$ cat config.mk
export PLATFORM = sky130hd
export DESIGN_NAME = request_priority_encoder
export DESIGN_NICKNAME = d
export VERILOG_FILES = /design/src/rtl/request_priority_encoder.sv
export SDC_FILE = /design/constraint.sdc
export NUM_CORES = 1
export LEC_CHECK = 0
export ABC_AREA = 1
export CAP_MARGIN = 20
export CORE_UTILIZATION = 40
export CTS_BUF_LIST = sky130_fd_sc_hd__clkbuf_2
export DETAILED_ROUTE_END_ITERATION = 7
export MAX_ROUTING_LAYER = met4
export PLACE_DENSITY = 0.76
export SYNTH_ARGS = -nofsm -noshare
export SYNTH_HDL_FRONTEND = slang
export SYNTH_SLANG_ARGS = --single-unit
$ cat constraint.sdc
create_clock -name clk -period 4.34 [get_ports clk]
set_input_delay 1.302 -clock clk [delete_from_list [all_inputs] [get_ports clk]]
set_output_delay 1.302 -clock clk [all_outputs]
set_load 0.03 [all_outputs]
$ cat src/rtl/request_priority_encoder.sv
// Sequential priority encoder.
// Request lines are captured into a sticky pending vector. The index of the
// highest-priority pending line is presented over a valid/ready handshake.
// A line is cleared when its code is accepted.
module request_priority_encoder #(
  parameter int N        = 8,
  parameter int CW       = 3,
  parameter int HI_FIRST = 1
) (
  input  logic          clk,
  input  logic          rst_n,
  input  logic          en,
  input  logic [N-1:0]  req,
  input  logic          code_ready,
  output logic [CW-1:0] code,
  output logic          code_valid,
  output logic [N-1:0]  pending,
  output logic          lost
);

  typedef enum logic {
    IDLE    = 1'b0,
    PRESENT = 1'b1
  } state_t;

  state_t        r_state;
  logic [N-1:0]  r_pending;
  logic [CW-1:0] r_code;
  logic          r_code_valid;
  logic          r_lost;

  logic          w_acc;
  logic [N-1:0]  w_clr;
  logic [N-1:0]  w_set;
  logic [N-1:0]  w_pend_next;
  logic          w_lost_next;
  logic [CW-1:0] w_sel;

  // Index of the winning bit. The scan runs in the order that lets the
  // winner be written last, so no early-exit logic is needed.
  function automatic logic [CW-1:0] f_select(input logic [N-1:0] v);
    logic [CW-1:0] idx;
    idx = '0;
    if (HI_FIRST != 0) begin
      for (int i = 0; i < N; i++) begin
        if (v[i]) idx = CW'(i);
      end
    end else begin
      for (int i = N - 1; i >= 0; i--) begin
        if (v[i]) idx = CW'(i);
      end
    end
    return idx;
  endfunction

  // Next pending vector. A new request on a bit wins over that bit's clear.
  // A collision counts as lost only if the bit is not cleared in the same cycle.
  always_comb begin
    w_acc       = r_code_valid & code_ready;
    w_clr       = w_acc ? (N'(1) << r_code) : '0;
    w_set       = en ? req : '0;
    w_pend_next = (r_pending & ~w_clr) | w_set;
    w_lost_next = |(w_set & r_pending & ~w_clr);
    w_sel       = f_select(w_pend_next);
  end

  // Pending register and the registered lost pulse.
  always_ff @(posedge clk or negedge rst_n) begin
    if (!rst_n) begin
      r_pending <= '0;
      r_lost    <= 1'b0;
    end else begin
      r_pending <= w_pend_next;
      r_lost    <= w_lost_next;
    end
  end

  // Handshake FSM. A presented code is held until it is accepted, so
  // higher-priority arrivals never pre-empt it.
  always_ff @(posedge clk or negedge rst_n) begin
    if (!rst_n) begin
      r_state      <= IDLE;
      r_code       <= '0;
      r_code_valid <= 1'b0;
    end else begin
      case (r_state)
        IDLE: begin
          if (w_pend_next != '0) begin
            r_code       <= w_sel;
            r_code_valid <= 1'b1;
            r_state      <= PRESENT;
          end
        end
        PRESENT: begin
          if (w_acc) begin
            if (w_pend_next != '0) begin
              r_code <= w_sel;
            end else begin
              r_code_valid <= 1'b0;
              r_state      <= IDLE;
            end
          end
        end
        default: begin
          r_code_valid <= 1'b0;
          r_state      <= IDLE;
        end
      endcase
    end
  end

  assign code       = r_code;
  assign code_valid = r_code_valid;
  assign pending    = r_pending;
  assign lost       = r_lost;

endmodule

# Word level (Yosys, flattened, before mapping)
# Cells that the tools add are included.
# totals
ff_bits	14
wordCells	38
out_inout_bits	13
input_bits	12
# classes
shift	1
n_reduce_logical	3
eq_ne	3
bitwise	7
mux	19
# ops
cell	n
8-bit AND	3
3-bit 2-to-1 mux	6
8-bit 2-to-1 mux	2
8-bit NOT	1
8-bit OR	1
8-bit nonzero test	1
8-bit OR reduction	1
1-bit by 3-bit left shift with 8-bit output, first input constant	1
1-bit 2-to-1 mux	6
3-bit one-hot mux with 2 select lines	1
2-bit 2-to-1 mux	2
2-bit != test, second input constant	2
1-bit one-hot mux with 2 select lines	2
3-bit AND reduction	1
2-bit by 1-bit != test with 1-bit output, second input constant	1
1-bit AND	1
1-bit NOT	1

# Depth between registers and ports, before layout
# Gate-level depths: netlist of run 1.
# depth
word_depth	15
mapped_depth	14
depth_no_buf	14

# Worst setup path after synthesis of run 1
# Ideal clock, no wire load.
# synth_timing
path_type	input to register
start	input code_ready
end	register r_code[0] (netlist: code[0])
n_path_buf	0
required_ns	4.223
setup_ns	0.117
t_arrival_ns	2.199
path_slack_ns	2.024
path_stages	11
cell_sequence	nand2_2 inv_2 nand2_2 o21ai_2 nand2_4 nor2_8 nand2_4 nor2_4 nor2_1 nand2_1 nand2_1
# synth_between
elab_cells_between_ends	17
classes_between	eq/ne (1); mux (11); bitwise (4); reduce/logical (1)
# synth_lines
item	line	source
start, declared	14	input logic code_ready,
1-bit AND *	59	w_acc = r_code_valid & code_ready;
8-bit 2-to-1 mux *	60	w_clr = w_acc ? (N'(1) << r_code) : '0;
8-bit NOT *	62	w_pend_next = (r_pending & ~w_clr) | w_set;
8-bit AND *	62	
8-bit OR *	62	
named net w_pend_next[7]	35	logic [N-1:0] w_pend_next;
8-bit nonzero test / 3-bit 2-to-1 mux (equally long branches)	88, 96, 46	
3-bit 2-to-1 mux *	88, 96	
3-bit 2-to-1 mux	95	if (w_acc) begin
3-bit one-hot mux with 2 select lines *	86	case (r_state)
end signal, assigned	89	r_code <= w_sel;
end signal, assigned	97	r_code <= w_sel;
end, declared	28	logic [CW-1:0] r_code;
# Mark *: on every way through the listed nets, which the timed path passes. The rest lies on a longest branch. The select of a mux whose other input is x is not followed.
# A chain may end at the register's enable or synchronous reset.

# Worst setup path in the final report of run 1
# layout_timing
start	register r_code[1] (netlist: code[1])
end	output code[1]
# layout_lines
item	line	source
end, declared	15	output logic [CW-1:0] code,
# No word-level cell between the ends.

==> results of run 1 <==
[where the power goes]
part / leakage [nW] / total [mW] / internal (mW) / switching [mW]
clock: 0.0140 / 0.0631 / 0.0200 / 0.0431
sequential: 0.144 / 0.131 / 0.131 / 0.000172
combinational: 0.389 / 0.0226 / 0.0120 / 0.0106
total: 0.547 / 0.217 / 0.163 / 0.0538
[per-stage QoR]
stage          std cells  hold WS, ns  power [mW]
2_1_floorplan        103        0.474       0.142
3_3_place_gp         151        0.487       0.156
3_5_place_dp         151        0.516       0.156
4_1_cts              155        0.537       0.222
5_1_grt              155        0.572       0.226
6_report             155        0.528       0.217
[routing by layer]
metal  part of all wire, %  track usage [%]
met4                  0.49             8.57
met3                   3.5             2.31
met1                    45             23.2
met2                    51             34.4
met5                     0                -
[registers in the layout (all words and copies together), names as in the netlist]
signal / count
lost: 1
pending: 8
code: 3
r_state: 1
code_valid: 1
[how the worst min path moves through the flow]
stage / cells past startpoint / slack, ns / to / from
detailed placement: 3 / 0.52 / code_valid / r_state
global route: 3 / 0.57 / code_valid / r_state
floorplan: 3 / 0.47 / code_valid / r_state
finish: 3 / 0.53 / code_valid / r_state
CTS: 3 / 0.54 / code_valid / r_state
global placement: 3 / 0.49 / code_valid / r_state
[cells by family (layout without fill, tap and decap cells)]
group	Yosys count	in the layout	share of synthesized area (%)
compound gates	9	9	8.11
flops	14	14	43.7
buf+inv	14	41	6.55
simple gates	66	66	41.7
[layout by cell type (no fill, tap or decap), drive strengths merged]
master	n
o21ai	4
nor2	11
nand2	51
dfrtp	14
o22ai	4
inv	12
nand3	4
a21oi	1
clkinv	2
clkdlybuf4s50	24
clkbuf	3
[worst register-to-register path, delay by kind of cell, from the launching register on]
kind,cells,cell delay [ns]
and+or+nand+nor,10,1.01
DFF,1,0.49
[cell usage after synthesis]
master / count
nand2_1: 41
dfrtp_1: 14
inv_1: 9
nand2_2: 7
nor2_1: 6
o22ai_1: 4
inv_2: 3
nand2_4: 3
nand3_1: 3
o21ai_2: 3
nor2_2: 2
nor2_4: 2
a21oi_2: 1
clkbuf_1: 1
clkinv_1: 1
nand3_2: 1
nor2_8: 1
o21ai_1: 1
[layout make-up]
type	instances	area, um2
sequential	14	350
clock inverter	1	3.75
timing repair buffer	24	240
clock buffer	3	15.0
tap	25	31.3
inverter	13	48.8
multi-input combinational	75	399
fill	169	713
==> impl_metrics.toml, run 1 <==
[layout]
syn_to_final_growth_pct = 35.7
fin_area_um2 = 1090
finish.utilization_pct = 60.4
drive_above_1_share_pct = 20.0
n_antenna_cell = 0
nets = 143

[clocking]
clock_sinks = 14
clk_latency_ns = 0.27
post_cts_resized = 0
clock_path_buffers = 2
cts_htree_levels = 1
cts_setup_buffers = 0
cts_root_buf = "clkbuf_2"
cts_inserted_buffers = 3
clk_pin_slew_worst_paths_ns = 0.14
cts_tree = "built"
ctsHoldBuffers = 0

[timing]
slew_headroom_pct = 55.7
setup_viol = 0
tightest_slew_ns = 0.662
hold_viol = 0
rsz0062_at_grt = "false"
final.setup.tns_ns = 0
final_max_slew_viol_count = 0
finalCritPeriodShare_pct = 64.6
setup_slack_ns = 1.54
min_period_ns = 2.80
fin_skew_ns = 0.000851
fmax_mhz = 357

[critical_path]
start_kind = "flop"
r2r_slack_ns = 2.77
path_max_fanout = 6
cpPeakStageDelay_ns = 0.72
slowest_stage = "clkdlybuf4s50_1"
r2r_cells = 10
cp.required_ns = 3.04
end_kind = "output pin"
critPathLaunch = "code[1]"
r2r-end = "code[0]"
cp.depth = 1
worst-setup-path-type = "reg -> out"
critical_path.cell_chain = "clkdlybuf4s50_1"
cp_num_buf_inv = 1
endpoint = "code[1]"
crit_family = "buffers and inverters"
arrival_ns = 1.50
timing.rr.start = "code[0]"

[placement]
dpl.hpwl_mm = 1.47
place_ws_ns = 1.41
place.gp.congestion = 0.867
placed_area_um2 = 1070
portBuffers = 24

[logic_synthesis]
seq_area_frac_synth_pct = 43.7
ys_top_cells_by_area = "dfrtp_1, nand2_1, nand2_2"
syn_area_um2 = 802
yosysUniqueCellTypes = 18
synth_fp_nets = 115
ys_warn_count = 0
ys_ff_latch = 14
synth_top_area_share_pct = 43.7
syn_area_per_cell_um2 = 7.79
netlist_instances = 103
yosysTopAreaCell = "dfrtp_1"

[min_path]
min_path_type = "reg -> reg"

[die]
core-area_um2 = 1800
row_count = 15
start_util_pct = 44.5
fp.dieW_um = 46.8
ios = 25
die_area_um2 = 2190
die_h_um = 46.8

[pwr]
leakage_nw = 0.547
cellPowerDensity_nw_per_um2 = 199
irDropWorstVdd_mv = 0.137

[routing]
wl_mm = 1.84
drtIter0Drc = 6
drt-vias-per-instance = 4.68
vias = 726
drtAntennaViolNets = 0
avgRoutedWirePerCell_um = 11.9
drc = 0
drtPass1Iterations = 4

[outcome]
status = "completed"

[grt]
overflow = 0
antenna_found_initial = 0
grt_pass1_vias = 733
grt_pass1_wl_mm = 2.95
grtUsageTotal_pct = 19.9
grt_max_degree = 15

[job]
cap_violations = 0
No activity file was read; power rests on OpenSTA's default activity.
==> run 2: changes to the inputs <==
==> constraint.sdc (replaced) <==
create_clock -name clk -period 2.84 [get_ports clk]
set_input_delay 0.852 -clock clk [delete_from_list [all_inputs] [get_ports clk]]
set_output_delay 0.852 -clock clk [all_outputs]
set_load 0.03 [all_outputs]
==> results of run 2 <==
The final DEF is identical to that of run 1. Status: completed.
Among the figures that moved: setup slack after placement 1.41 ns -> 0.364 ns; setup slack after layout 1.54 ns -> 0.488 ns; register-to-register setup slack 2.77 ns -> 1.27 ns; total power 0.217 mW -> 0.332 mW; worst IR drop on VDD 0.137 mV -> 0.210 mV
